**config.mk**
```make
export PLATFORM = sky130hd
export DESIGN_NAME = immgen_stage
export DESIGN_NICKNAME = d
export VERILOG_FILES = /design/src/rtl/immgen_stage.sv
export SDC_FILE = /design/constraint.sdc
export NUM_CORES = 1
export LEC_CHECK = 0
export CORE_ASPECT_RATIO = 0.75
export CORE_MARGIN = 2
export CORE_UTILIZATION = 45
export CTS_CLUSTER_DIAMETER = 40
export CTS_CLUSTER_SIZE = 28
export DETAILED_ROUTE_END_ITERATION = 8
export PLACE_DENSITY_LB_ADDON = 0.1
export SYNTH_ARGS = -nofsm -noshare
export SYNTH_HDL_FRONTEND = slang
export SYNTH_SLANG_ARGS = --single-unit
```
**constraint.sdc**
```tcl
create_clock -name clk -period 2.15 [get_ports clk]
set_input_delay 0.645 -clock clk [delete_from_list [all_inputs] [get_ports clk]]
set_output_delay 0.645 -clock clk [all_outputs]
set_load 0.005 [all_outputs]
```
**src/rtl/immgen_stage.sv**
```systemverilog
// Registered immediate-generation stage: decodes the RV32I/RV64I format, builds the
// extended immediate and B/J branch target, and buffers results in a two-entry skid buffer.
module immgen_stage #(
    parameter int DATA_WIDTH = 32,
    parameter int SHAMT_W    = (DATA_WIDTH == 64) ? 6 : 5
) (
    input  logic                  clk,
    input  logic                  rst_n,
    input  logic                  flush,
    input  logic                  in_valid,
    output logic                  in_ready,
    input  logic [31:0]           in_inst,
    input  logic [DATA_WIDTH-1:0] in_pc,
    output logic                  out_valid,
    input  logic                  out_ready,
    output logic [DATA_WIDTH-1:0] out_imm,
    output logic [2:0]            out_fmt,
    output logic [DATA_WIDTH-1:0] out_target,
    output logic [DATA_WIDTH-1:0] out_pc
);

    localparam logic [2:0] FMT_R   = 3'd0;
    localparam logic [2:0] FMT_I   = 3'd1;
    localparam logic [2:0] FMT_S   = 3'd2;
    localparam logic [2:0] FMT_B   = 3'd3;
    localparam logic [2:0] FMT_U   = 3'd4;
    localparam logic [2:0] FMT_J   = 3'd5;
    localparam logic [2:0] FMT_ILL = 3'd7;

    localparam logic [6:0] OP_LOAD   = 7'b0000011;
    localparam logic [6:0] OP_IMM    = 7'b0010011;
    localparam logic [6:0] OP_JALR   = 7'b1100111;
    localparam logic [6:0] OP_FENCE  = 7'b0001111;
    localparam logic [6:0] OP_SYSTEM = 7'b1110011;
    localparam logic [6:0] OP_STORE  = 7'b0100011;
    localparam logic [6:0] OP_BRANCH = 7'b1100011;
    localparam logic [6:0] OP_LUI    = 7'b0110111;
    localparam logic [6:0] OP_AUIPC  = 7'b0010111;
    localparam logic [6:0] OP_JAL    = 7'b1101111;
    localparam logic [6:0] OP_REG    = 7'b0110011;

    typedef struct packed {
        logic [DATA_WIDTH-1:0] imm;
        logic [2:0]            fmt;
        logic [DATA_WIDTH-1:0] target;
        logic [DATA_WIDTH-1:0] pc;
    } entry_t;

    logic [6:0]  opcode;
    logic [2:0]  funct3;
    logic        sign;
    logic [31:0] imm32;
    entry_t      dec;

    assign opcode = in_inst[6:0];
    assign funct3 = in_inst[14:12];
    assign sign   = in_inst[31];

    always_comb begin
        imm32   = '0;
        dec     = '0;
        dec.fmt = FMT_ILL;
        dec.pc  = in_pc;
        case (opcode)
            OP_LOAD, OP_IMM, OP_JALR, OP_FENCE, OP_SYSTEM: begin
                dec.fmt = FMT_I;
                imm32   = {{20{sign}}, in_inst[31:20]};
            end
            OP_STORE: begin
                dec.fmt = FMT_S;
                imm32   = {{20{sign}}, in_inst[31:25], in_inst[11:7]};
            end
            OP_BRANCH: begin
                dec.fmt = FMT_B;
                imm32   = {{19{sign}}, sign, in_inst[7], in_inst[30:25], in_inst[11:8], 1'b0};
            end
            OP_LUI, OP_AUIPC: begin
                dec.fmt = FMT_U;
                imm32   = {in_inst[31:12], 12'b0};
            end
            OP_JAL: begin
                dec.fmt = FMT_J;
                imm32   = {{11{sign}}, sign, in_inst[19:12], in_inst[20], in_inst[30:21], 1'b0};
            end
            OP_REG: dec.fmt = FMT_R;
            default: ;
        endcase
        dec.imm = DATA_WIDTH'($signed(imm32));
        // SLLI/SRLI/SRAI carry a shift amount, not a signed immediate; funct7 bits are dropped
        if (opcode == OP_IMM && funct3[1:0] == 2'b01) begin
            dec.imm = DATA_WIDTH'(in_inst[20 +: SHAMT_W]);
        end
        if (dec.fmt == FMT_B || dec.fmt == FMT_J) begin
            dec.target = in_pc + dec.imm;
        end
    end

    entry_t main_q, main_d, skid_q, skid_d;
    logic   main_valid_q, main_valid_d, skid_valid_q, skid_valid_d;
    logic   push, pop;

    always_comb begin
        main_d       = main_q;
        skid_d       = skid_q;
        main_valid_d = main_valid_q;
        skid_valid_d = skid_valid_q;
        push         = in_valid && !skid_valid_q;
        pop          = main_valid_q && out_ready;
        if (flush) begin
            main_valid_d = 1'b0;
            skid_valid_d = 1'b0;
        end else if (pop) begin
            // skid is only ever full while in_ready is low, so no push can race it here
            if (skid_valid_q) begin
                main_d       = skid_q;
                skid_valid_d = 1'b0;
            end else if (push) begin
                main_d = dec;
            end else begin
                main_valid_d = 1'b0;
            end
        end else if (push) begin
            if (main_valid_q) begin
                skid_d       = dec;
                skid_valid_d = 1'b1;
            end else begin
                main_d       = dec;
                main_valid_d = 1'b1;
            end
        end
    end

    always_ff @(posedge clk or negedge rst_n) begin
        if (!rst_n) begin
            main_q       <= '0;
            skid_q       <= '0;
            main_valid_q <= 1'b0;
            skid_valid_q <= 1'b0;
        end else begin
            main_q       <= main_d;
            skid_q       <= skid_d;
            main_valid_q <= main_valid_d;
            skid_valid_q <= skid_valid_d;
        end
    end

    assign in_ready   = !skid_valid_q;
    assign out_valid  = main_valid_q;
    assign out_imm    = main_q.imm;
    assign out_fmt    = main_q.fmt;
    assign out_target = main_q.target;
    assign out_pc     = main_q.pc;

endmodule

```
==> results.txt, run 1 <==
----------------------------------------------------
[Outcome]
  Status ... finished with violations
  Failing checks ... setup timing

[Critical path]
  Worst endpoint data arrival time ... 3.77 ns
  Startpoint types ... primary input
  Cell with the largest stage delay on the worst path ... sky130_fd_sc_hd__or4_4
  Data required, critical path ... 2.52 ns
  Crit-path cells ... buf_8, buf_6, buf_6, a211oi_4, a21oi_2, o21ai_2, nand3_4, buf_6, a21oi_4, buf_6, ha_4, buf_6, buf_6, nand2_4, buf_6, or4_4, o21ai_4, xnor2_2, o31ai_2
  Maximum fanout count along the critical path ... 6
  Crit end category ... flip-flop
  Critical setup path kind ... in2reg
  Most used cell along the critical path ... sky130_fd_sc_hd__buf_6
  Biggest cell delay along the critical path ... 0.54 ns

[Synth]
  Sequential area share after synthesis ... 0.460
  #FFs+latches synth ... 200
  Number of nets produced by synthesis ... 1430
  Yosys warns ... 0
  Fraction of registers with async set/reset ... 1.00
  Number of distinct standard cells referenced by the synthesized netlist ... 63
  Gate Count Post-Synth ... 1328
  Number of enable flip-flop cells after synthesis ... 0
  Primary FF master, synth ... sky130_fd_sc_hd__dfrtp_1
  Synth Cell Area ... 10900 µm²
  Mapped Avg Cell Area ... 8.20 µm²

[Place]
  Place WS ... -2.27 ns
  Last weighted congestion value of the routability-driven placer ... 0.935
  Number of cells after detailed placement ... 1993
  Buffers on Ports ... 169
  Sum of net half-perimeters after detailed placement ... 28900 µm
  Placed instance area ... 15200 µm²

[STA]
  Tcrit/Tclk final ... 1.58
  Achievable Freq ... 293 MHz
  Worst hold slack across all endpoints ... 0.115 ns
  Remaining max-slew budget at the tightest pin ... 0.695
  Final hold viol count ... 0
  Slew at the pin closest to its max-slew limit ... 0.457 ns
  Post-Route Skew ... 0.0122 ns
  Setup violations, final ... 62
  Final setup slack of the worst path ... -1.26 ns
  Setup repair after global routing missed its margin ... yes
  Max-slew violation total from the final report ... 0
  Time the final worst path needs with I/O delays and setup ... 3.41 ns

[Detailed routing]
  Total Routed Length ... 42800 µm
  Routed len/inst ... 20.2 µm
  Total via count after detailed routing ... 12.1k
  Count of unresolved DRC violations after routing ... 0
  Via count normalized by instance count ... 5.69
  DRT Pass-1 Iters ... 5
  Initial detailed-routing violation count ... 1112
  Routed Antenna Nets ... 0

[Job]
  Count of maximum capacitance violations ... 0

[Layout]
  # nets final ... 1904
  Post-route cell area ... 18500 µm²
  Area of the multi-input gates ... 7390 µm²
  Post-route non-filler standard cell count ... 2121
  Utilization after layout ... 0.777
  Sequential Area ... 5000 µm²
  # fillers ... 1590
  Antenna diode count ... 0
  Synth-to-Final Area Change ... 70.1%
  Share of post-route cells with drive strength above 1 ... 0.386
  Leading cell types in the layout, fill and taps excluded ... sky130_fd_sc_hd__nand2_1, sky130_fd_sc_hd__buf_4, sky130_fd_sc_hd__dfrtp_1
  Most common cell after layout, fill and taps aside ... sky130_fd_sc_hd__nand2_1

[Die]
  Core Rows ... 49
  Area enclosed by the die boundary ... 25500 µm²
  I/O pin count ... 170
  Placeable core area ... 23800 µm²
  Starting utilization of the core area ... 0.457
  DIE HEIGHT ... 139 µm
  Overall die width ... 184 µm

[CTS]
  H-tree Lvls ... 4
  CTS tree ... done
  Clock insertion delay at the later pin of the skew report ... 0.45 ns
  Clock sink total ... 200
  Total CTS buffers ... 17
  CTS Root Cell ... sky130_fd_sc_hd__clkbuf_16
  Largest buffer count on any clock path ... 2
  CTS clock-pin slew for the worst setup and hold paths ... 0.08 ns

[Pwr]
  Peak VDD IR ... 0.000594 V
  Total power density per cell area ... 576 nW/µm²
  Cell leakage power ... 8.35 nW

[GRT]
  Final global-route overflow total ... 0
  Maximum number of pins on one net before global-route repair ... 49
  Number of global-route vias before repair ... 11.5k
  Initial antenna violation count ... 0
  First-pass GRT wire length ... 63500 µm
  Total GRT Usage ... 0.322

[Min path]
  Worst hold path type ... in2async

----------------------------------------------------
## critical path: cells and delay by family
family / cells / cell delay [ns]
fa+ha+maj: 1 / 0.15
xor+xnor: 1 / 0.10
simple gates: 3 / 0.77
buf+inv: 8 / 0.98
compound gates: 6 / 1.11
## where the power goes
| group | internal (W) | switching [W] |
|---|---|---|
| Sequential | 0.00423 | 0.000291 |
| Combinational | 0.00145 | 0.00125 |
| Clock | 0.00177 | 0.00168 |
| Total | 0.00745 | 0.00323 |
## registers in the layout (all words and copies together), names as in the netlist
register,cells
out_imm,32
out_valid,1
out_pc,32
skid_valid_q,1
out_fmt,3
skid_q,99
out_target,32
## metal layers
layer,share of wire,routed length [µm],GRT usage
met5,0,0,0
met1,0.44,19000,0.464
met2,0.47,20000,0.502
met3,0.062,2650,0.0478
met4,0.027,1140,0.0994
## layout make-up
type | count | area share
Tap cell | 306 | 0.0207
Clock buffer | 18 | 0.0232
Timing Repair Buffer | 541 | 0.272
Multi-Input combinational cell | 1016 | 0.399
Inverter | 26 | 0.00527
Sequential cell | 200 | 0.270
Clock inverter | 14 | 0.00966
## final timing paths
check / startpoint / to / slack, ns / depth (start not counted)
max in group asynchronous: rst_n / skid_q[34] / 1.43 / 2
max reg2reg: out_valid / out_target[22] / -0.01 / 8
max: in_inst[2] / skid_q[54] / -1.26 / 19
min in group clk: skid_q[85] / skid_q[85] / 0.48 / 2
min reg2reg: skid_q[85] / skid_q[85] / 0.48 / 2
min: rst_n / out_pc[23] / 0.11 / 1
## repair_timing
item | CTS | global route
cloned | 1 | 2
endpoints found under the setup margin | 127 | 104
hold endpoints to repair | 0 | 0
gates resized for setup | 286 | 132
buffers inserted | 62 | 41
hold buffers | 0 | 0
pin swaps | 141 | 131
## cells in the mapped netlist, types with 6 or more instances
cell type | number | area share
sky130_fd_sc_hd__o21a_1 | 6 | 0.0041
sky130_fd_sc_hd__o21ai_0 | 46 | 0.021
sky130_fd_sc_hd__o31ai_1 | 9 | 0.0062
sky130_fd_sc_hd__nor2_1 | 131 | 0.045
sky130_fd_sc_hd__o21ai_1 | 42 | 0.019
sky130_fd_sc_hd__buf_2 | 22 | 0.010
sky130_fd_sc_hd__nand2b_1 | 8 | 0.0046
sky130_fd_sc_hd__a21o_1 | 10 | 0.0069
sky130_fd_sc_hd__nand3_1 | 22 | 0.010
sky130_fd_sc_hd__dfrtp_1 | 200 | 0.46
sky130_fd_sc_hd__nand2_1 | 345 | 0.12
sky130_fd_sc_hd__a31oi_1 | 54 | 0.031
sky130_fd_sc_hd__a22o_1 | 7 | 0.0056
sky130_fd_sc_hd__xnor2_1 | 12 | 0.0097
sky130_fd_sc_hd__a21oi_1 | 115 | 0.053
sky130_fd_sc_hd__and2_1 | 10 | 0.0057
sky130_fd_sc_hd__and3_1 | 24 | 0.014
sky130_fd_sc_hd__xor2_1 | 18 | 0.014
sky130_fd_sc_hd__nand4_1 | 9 | 0.0052
sky130_fd_sc_hd__a211oi_1 | 10 | 0.0069
sky130_fd_sc_hd__ha_1 | 32 | 0.037
sky130_fd_sc_hd__nor2b_1 | 7 | 0.0040
sky130_fd_sc_hd__a22oi_1 | 8 | 0.0055
sky130_fd_sc_hd__nor3_1 | 11 | 0.0051
sky130_fd_sc_hd__inv_1 | 26 | 0.0090
sky130_fd_sc_hd__mux2_2 | 6 | 0.0062
sky130_fd_sc_hd__clkbuf_1 | 61 | 0.021
sky130_fd_sc_hd__o22ai_1 | 9 | 0.0052
sky130_fd_sc_hd__a221oi_1 | 9 | 0.0072
## through the flow
step                      setup TNS (ns)  power (W)
after floorplan                   -55.90    0.00541
after global placement           -176.56    0.00681
after detailed placement         -185.59    0.00684
after CTS                         -64.11     0.0105
after global routing              -70.05     0.0111
final                             -63.50     0.0107
## cells by family after synthesis
logic type | Yosys count | share of synthesized area
XOR/XNOR | 30 | 0.0241
AO/OA/AOI/OAI | 352 | 0.194
adder cells (fa/ha/maj) | 33 | 0.0386
AND/OR/NAND/NOR | 593 | 0.235
multiplexers | 8 | 0.00804
buffers and inverters | 112 | 0.0411
flip-flops | 200 | 0.460
Power figures use the tool's default switching activity.
==> run 2, diff against run 1 <==
==> constraint.sdc (replaced) <==
create_clock -name clk -period 4.1 [get_ports clk]
set_input_delay 1.23 -clock clk [delete_from_list [all_inputs] [get_ports clk]]
set_output_delay 1.23 -clock clk [all_outputs]
set_load 0.005 [all_outputs]
==> run 2 against run 1 <==
Cell count fell by 6.3%. Combinational power fell by 57%. Via count fell by 8.4%. First-iteration DRC count fell by 25%. Non-clock buffer count fell by 133. The run now ends clean. Die area did not move. Clock skew fell by 0.0022 ns. Clock power fell by 51%. Critical endpoint is now out_target[25]. Clock-buffer cell count did not move. Critical path depth fell by 2. Highest routed layer unchanged. Hold slack improved by 0.36 ns. Power fell by 51%.
==> results.txt, run 2 (synthesis gave the netlist of run 1 again) <==
----------------------------------------------------
[STA]
  Final hold viol count ... 0 (unchanged)
  Remaining max-slew budget at the tightest pin ... 0.486 (was 0.695)
  Worst hold slack across all endpoints ... 0.477 ns (was 0.115 ns)
  Time the final worst path needs with I/O delays and setup ... 3.98 ns
  Max-slew violation total from the final report ... 0 (unchanged)
  Setup violations, final ... 0 (was 62)
  Post-Route Skew ... 0.0100 ns (was 0.0122 ns)
  Achievable Freq ... 251 MHz
  Tcrit/Tclk final ... 0.970
  Post-Route Setup TNS ... 0 ns (was -63.50 ns)
  Slew at the pin closest to its max-slew limit ... 0.771 ns (was 0.457 ns)
  Final setup slack of the worst path ... 0.123 ns (was -1.26 ns)

[CTS]
  CTS tree ... done (unchanged)
  Total CTS buffers ... 17 (unchanged)
  Clock sink total ... 200 (unchanged)
  Clock insertion delay at the later pin of the skew report ... 0.46 ns (was 0.45 ns)
  CTS Root Cell ... sky130_fd_sc_hd__clkbuf_16 (unchanged)
  Largest buffer count on any clock path ... 2 (unchanged)
  CTS clock-pin slew for the worst setup and hold paths ... 0.07 ns (was 0.08 ns)
  H-tree Lvls ... 4 (unchanged)

[Layout]
  Post-route non-filler standard cell count ... 1988 (was 2121)
  Flip-flop count of the largest register, all copies and words added ... 99 (unchanged)
  Antenna diode count ... 0 (unchanged)
  # nets final ... 1771 (was 1904)
  Most flops, register ... skid_q (unchanged)
  Most common cell after layout, fill and taps aside ... sky130_fd_sc_hd__nand2_1 (unchanged)
  Leading cell types in the layout, fill and taps excluded ... sky130_fd_sc_hd__nand2_1, sky130_fd_sc_hd__buf_4, sky130_fd_sc_hd__dfrtp_1 (unchanged)
  Utilization after layout ... 0.660 (was 0.777)
  Share of post-route cells with drive strength above 1 ... 0.237 (was 0.386)
  Synth-to-Final Area Change ... 44.5% (was 70.1%)

[Place]
  Sum of net half-perimeters after detailed placement ... 27000 µm (was 28900 µm)
  Buffers on Ports ... 169 (unchanged)
  Last weighted congestion value of the routability-driven placer ... 0.911 (was 0.935)
  Place WS ... -1.06 ns (was -2.27 ns)
  Number of cells after detailed placement ... 1948 (was 1993)

[Critical path]
  Critical setup path kind ... in2reg (unchanged)
  Startpoint types ... primary input (unchanged)
  Maximum fanout count along the critical path ... 8 (was 6)
  Crit end category ... flip-flop (unchanged)
  Most used cell along the critical path ... sky130_fd_sc_hd__buf_4 (was sky130_fd_sc_hd__buf_6)
  Crit-path cells ... clkdlybuf4s50_1, and2_4, nand2_1, nor2_1, buf_4, nand2_1, a21oi_4, ha_2, a21oi_2, o21ai_2, a221oi_2, buf_4, o21ai_1, a31oi_1, xor2_1, buf_4, o22ai_1 (was buf_8, buf_6, buf_6, a211oi_4, a21oi_2, o21ai_2, nand3_4, buf_6, a21oi_4, buf_6, ha_4, buf_6, buf_6, nand2_4, buf_6, or4_4, o21ai_4, xnor2_2, o31ai_2)
  Biggest cell delay along the critical path ... 0.48 ns (was 0.54 ns)
  Cell with the largest stage delay on the worst path ... sky130_fd_sc_hd__clkdlybuf4s50_1 (was sky130_fd_sc_hd__or4_4)
  Worst endpoint data arrival time ... 4.31 ns (was 3.77 ns)
  Data required, critical path ... 4.43 ns (was 2.52 ns)

[Detailed routing]
  Total via count after detailed routing ... 11.1k (was 12.1k)
  Routed Antenna Nets ... 0 (unchanged)
  Count of unresolved DRC violations after routing ... 0 (unchanged)
  DRT Pass-1 Iters ... 7 (was 5)
  Total Routed Length ... 37100 µm (was 42800 µm)
  Via count normalized by instance count ... 5.56 (was 5.69)
  Initial detailed-routing violation count ... 836 (was 1112)
  Routed len/inst ... 18.7 µm (was 20.2 µm)

[Pwr]
  Cell leakage power ... 7.28 nW (was 8.35 nW)
  Total power density per cell area ... 332 nW/µm² (was 576 nW/µm²)
  Peak VDD IR ... 0.000293 V (was 0.000594 V)

[GRT]
  Initial antenna violation count ... 0 (unchanged)
  Final global-route overflow total ... 0 (unchanged)
  Total GRT Usage ... 0.292 (was 0.322)
  First-pass GRT wire length ... 57900 µm (was 63500 µm)
  Maximum number of pins on one net before global-route repair ... 77 (was 49)
  Number of global-route vias before repair ... 10.5k (was 11.5k)

[Die]
  Overall die width ... 184 µm (unchanged)
  Placeable core area ... 23800 µm² (unchanged)
  DIE HEIGHT ... 139 µm (unchanged)
  Area enclosed by the die boundary ... 25500 µm² (unchanged)
  I/O pin count ... 170 (unchanged)
  Starting utilization of the core area ... 0.457 (unchanged)
  Core Rows ... 49 (unchanged)

[Outcome]
  Status ... complete, no violations (was finished with violations)

[Job]
  Count of maximum capacitance violations ... 0 (unchanged)

[Min path]
  Worst hold path type ... reg2reg (was in2async)

----------------------------------------------------
==> run 2: changes by cell type in the layout (fill, tap and decap cells not counted), sizes merged <==
cell	delta
clkdlybuf4s50	+4
bufinv	-2
clkbuf	-1
buf	-132
dlygate4sd2	-1
clkinv	+2
dlymetal6s2s	-3
==> run 2: worst paths after layout <==
check | start | to | slack [ns] | cells past startpoint
worst max-delay path | in_inst[0] | out_target[25] | 0.12 | 17
worst min-delay path | skid_q[21] | skid_q[21] | 0.48 | 2
worst max register to register | skid_valid_q | out_target[22] | 1.74 | 6
worst min register to register | skid_q[21] | skid_q[21] | 0.48 | 2
max in group asynchronous | rst_n | out_target[19] | 2.44 | 2
min in group asynchronous | rst_n | out_pc[23] | 0.78 | 1
==> run 2: final cells by class <==
cell class	instances	area (µm²)
inverters	26	97.6
multi-input cells	1016	6080
clock buffers	18	439
well taps	306	383
fillers	2042	8120
flip-flops and latches	200	5000
clock inverters	14	155
repair buffers	408	3570
==> run 2: what timing repair did <==
action	in CTS	in global routing
gates resized for setup	42	112
pin swaps	10	32
setup buffers	4	5
setup endpoints to repair	49	41
hold buffers	0	0
==> run 2: power by group <==
group          leakage [nW]  total (W)  switching, W  internal [W]
clock network         0.283    0.00170      0.000868      0.000833
logic                  4.43    0.00116      0.000545      0.000616
registers              2.57    0.00236      0.000148       0.00222
total                  7.28    0.00523       0.00156       0.00366
==> run 2: per-layer routing <==
metal	part of all wire	vias to the layer above	wire, µm	GRT usage
li1	-	5258	-	-
met1	0.46	5372	17000	0.421
met2	0.45	382	16800	0.447
met3	0.070	40	2610	0.0601
met4	0.018	0	660	0.0783
met5	0	-	0	0
==> run 2: through the flow <==
stage / power (W) / area (µm²)
final: 0.00523 / 15700
after global routing: 0.00546 / 15700
after CTS: 0.00522 / 15300
after detailed placement: 0.00351 / 14500
after global placement: 0.00350 / 14500
after floorplan: 0.00281 / 10900
==> run 2: worst max-delay path: cells and delay by family <==
family	cells	cell delay, ns
adder cells (fa/ha/maj)	1	0.32
AND/OR/NAND/NOR	4	0.50
buffers and inverters	4	0.97
AO/OA/AOI/OAI	7	1.12
XOR/XNOR	1	0.17
==> run 3, diff against run 2 <==
--- a/config.mk
+++ b/config.mk
@@ -5,9 +5,9 @@
 export SDC_FILE = /design/constraint.sdc
 export NUM_CORES = 1
 export LEC_CHECK = 0
-export CORE_ASPECT_RATIO = 0.75
+export CORE_ASPECT_RATIO = 1.1
 export CORE_MARGIN = 2
-export CORE_UTILIZATION = 45
+export CORE_UTILIZATION = 59
 export CTS_CLUSTER_DIAMETER = 40
 export CTS_CLUSTER_SIZE = 28
 export DETAILED_ROUTE_END_ITERATION = 8
==> run 3 against run 2 <==
The run now ends with setup timing left. Die area decreased by 23%. Global-route usage increased by 10 points. Cell count decreased by 4.1%. Routed wire length grew 7.7%. Combinational power grew 3%. Fmax decreased by 7.1%. Register-to-register slack got worse by 0.03 ns. Critical path type unchanged. Critical endpoint unchanged. Largest cell class unchanged. Highest routed layer unchanged.
==> results.txt, run 3 (synthesis gave the netlist of run 1 again) <==
----------------------------------------------------
[Place]
  Last weighted congestion value of the routability-driven placer ... 1.01 (was 0.911)
  Place WS ... -1.03 ns (was -1.06 ns)
  Sum of net half-perimeters after detailed placement ... 25700 µm (was 27000 µm)
  Buffers on Ports ... 169 (unchanged)
  Placed instance area ... 14200 µm² (was 14500 µm²)

[GRT]
  Initial antenna violation count ... 0 (unchanged)
  GRT met1 Usage ... 0.501 (was 0.421)
  Global route hottest layer ... met2 (unchanged)
  Met2 Use GR ... 0.649 (was 0.447)
  Total GRT Usage ... 0.393 (was 0.292)
  Number of global-route vias before repair ... 11.4k (was 10.5k)
  GR met3 Demand/Resource ... 0.0656 (was 0.0601)
  Maximum number of pins on one net before global-route repair ... 98 (was 77)
  First-pass GRT wire length ... 60100 µm (was 57900 µm)
  Final global-route overflow total ... 0 (unchanged)

[Layout]
  Utilization after layout ... 0.866 (was 0.660)
  Most flops, register ... skid_q (unchanged)
  Share of post-route cells with drive strength above 1 ... 0.248 (was 0.237)
  Post-route cell area ... 15800 µm² (was 15700 µm²)
  Most common cell after layout, fill and taps aside ... sky130_fd_sc_hd__nand2_1 (unchanged)
  # nets final ... 1753 (was 1771)
  Flip-flop count of the largest register, all copies and words added ... 99 (unchanged)
  Leading cell types in the layout, fill and taps excluded ... sky130_fd_sc_hd__nand2_1, sky130_fd_sc_hd__buf_4, sky130_fd_sc_hd__dfrtp_1 (unchanged)
  Synth-to-Final Area Change ... 44.9% (was 44.5%)
  Antenna diode count ... 0 (unchanged)

[STA]
  Max-slew violation total from the final report ... 0 (unchanged)
  Final setup slack of the worst path ... -0.180 ns (was 0.123 ns)
  Setup violations, final ... 30 (was 0)
  Achievable Freq ... 234 MHz (was 251 MHz)
  Time the final worst path needs with I/O delays and setup ... 4.28 ns (was 3.98 ns)
  Setup repair after global routing missed its margin ... yes
  Final hold viol count ... 0 (unchanged)
  Tcrit/Tclk final ... 1.04 (was 0.970)
  Slew at the pin closest to its max-slew limit ... 0.791 ns (was 0.771 ns)
  Post-Route Skew ... 0.0155 ns (was 0.0100 ns)
  Remaining max-slew budget at the tightest pin ... 0.473 (was 0.486)

[Critical path]
  Maximum fanout count along the critical path ... 8 (unchanged)
  Worst reg2reg path startpoint ... skid_valid_q (unchanged)
  Flop-to-flop setup slack ... 1.71 ns (was 1.74 ns)
  Crit end category ... flip-flop (unchanged)
  Critical setup path kind ... in2reg (unchanged)
  Data required, critical path ... 4.43 ns (about the same)
  R2R cell count ... 6 (unchanged)
  Worst endpoint data arrival time ... 4.61 ns (was 4.31 ns)
  Capture instance of the worst register-to-register path ... out_target[22] (unchanged)
  Startpoint types ... primary input (unchanged)

[Min path]
  Worst hold stages ... 2 (unchanged)
  Endpoint, Worst Hold ... skid_q[31] (was skid_q[21])
  Worst Hold Launch ... skid_q[31] (was skid_q[21])
  Worst hold path type ... reg2reg (unchanged)

[Job]
  Count of maximum capacitance violations ... 0 (unchanged)

[CTS]
  CTS tree ... done (unchanged)
  CTS clock-pin slew for the worst setup and hold paths ... 0.08 ns (was 0.07 ns)
  Total CTS buffers ... 17 (unchanged)
  CTS Root Cell ... sky130_fd_sc_hd__clkbuf_16 (unchanged)
  Largest buffer count on any clock path ... 2 (unchanged)
  Hold Buf Count CTS ... 0 (unchanged)
  H-tree Lvls ... 4 (unchanged)
  Clock sink total ... 200 (unchanged)
  Clock insertion delay at the later pin of the skew report ... 0.46 ns (about the same)

[Die]
  Starting utilization of the core area ... 0.598 (was 0.457)
  Core Rows ... 52 (was 49)
  Placeable core area ... 18200 µm² (was 23800 µm²)
  I/O pin count ... 170 (unchanged)
  DIE HEIGHT ... 146 µm (was 139 µm)
  Overall die width ... 134 µm (was 184 µm)
  Area enclosed by the die boundary ... 19600 µm² (was 25500 µm²)

[Pwr]
  Cell leakage power ... 7.19 nW (was 7.28 nW)
  Total power density per cell area ... 338 nW/µm² (was 332 nW/µm²)
  Peak VDD IR ... 0.000351 V (was 0.000293 V)

[Detailed routing]
  Routed Antenna Nets ... 0 (unchanged)
  Initial detailed-routing violation count ... 1318 (was 836)
  Total Routed Length ... 40000 µm (was 37100 µm)
  Total via count after detailed routing ... 11.9k (was 11.1k)
  Via count normalized by instance count ... 6.23 (was 5.56)
  Count of unresolved DRC violations after routing ... 0 (unchanged)
  DRT Pass-1 Iters ... 6 (was 7)
  Routed len/inst ... 21.0 µm (was 18.7 µm)

[Outcome]
  Failing checks ... setup timing
  Status ... finished with violations (was complete, no violations)

----------------------------------------------------
run 3: cell types whose count changed in the layout (fill, tap and decap cells not counted), moves of 6 or more:
cell                      before  now
sky130_fd_sc_hd__nor2_1      127  121
sky130_fd_sc_hd__a21oi_4       6   12
sky130_fd_sc_hd__ha_1         17   11
sky130_fd_sc_hd__a21oi_1      87   79
sky130_fd_sc_hd__ha_4         11   21
sky130_fd_sc_hd__buf_4       232  202
run 3: power breakdown:
part / switching [W] / leakage [nW] / internal (W)
Clock: 0.000913 / 0.297 / 0.000837
Combinational: 0.000588 / 4.32 / 0.000615
Sequential: 0.000159 / 2.57 / 0.00222
Total: 0.00166 / 7.19 / 0.00367
run 3: stage by stage:
| step | instances | total power [W] | hold WS, ns | setup TNS, ns |
|---|---|---|---|---|
| floorplan | 1328 | 0.00281 | 0.440 | -0.00300 |
| global placement | 1857 | 0.00346 | 0.454 | -37.85 |
| detailed placement | 1857 | 0.00349 | 0.462 | -39.80 |
| CTS | 1902 | 0.00526 | 0.481 | 0 |
| global route | 1907 | 0.00552 | 0.503 | -5.07 |
| finish | 1907 | 0.00533 | 0.479 | -1.84 |
run 3: layout make-up:
type	count	area (µm²)
fill	958	2440
clock buffer	17	425
multi-input combinational	1016	6300
sequential	200	5000
clock inverter	15	181
timing repair buffer	390	3460
tap	243	304
inverter	26	97.6
run 3: timing repair:
action                     CTS  global route
setup buffers               11             7
pin swaps                   35            44
hold endpoints to repair     0             0
gates resized for setup    105            87
cloned                       2             0
setup endpoints to repair   48            45
run 3: how the worst max path moves through the flow:
stage	to	slack [ns]	from
final	out_target[25]	-0.18	in_inst[1]
after floorplan	out_target[25]	-0.002	in_inst[3]
after CTS	skid_q[54]	0.001	in_inst[6]
after global placement	skid_q[62]	-0.94	in_inst[2]
after detailed placement	skid_q[62]	-1.03	in_inst[2]
after global routing	out_target[25]	-0.34	in_inst[0]
run 3: routing by layer:
metal  part of all wire  up-vias
met1               0.37     5696
met4              0.059        0
met3              0.086      187
met2               0.48      762
li1                   -     5227
met5                  0        -
run 3: critical path: stages:
cell                              delay (ns)
sky130_fd_sc_hd__clkdlybuf4s50_1        0.50
sky130_fd_sc_hd__and2_4                 0.20
sky130_fd_sc_hd__nand2_1                0.06
sky130_fd_sc_hd__nor2_1                 0.28
sky130_fd_sc_hd__buf_4                  0.25
sky130_fd_sc_hd__nand2_1                0.11
sky130_fd_sc_hd__a21oi_4                0.20
sky130_fd_sc_hd__ha_4                   0.24
sky130_fd_sc_hd__a21oi_2                0.17
sky130_fd_sc_hd__o21ai_1                0.15
sky130_fd_sc_hd__a221oi_2               0.28
sky130_fd_sc_hd__buf_4                  0.17
sky130_fd_sc_hd__o21ai_1                0.08
sky130_fd_sc_hd__a31oi_2                0.25
sky130_fd_sc_hd__xor2_1                 0.29
sky130_fd_sc_hd__o22ai_1                0.13
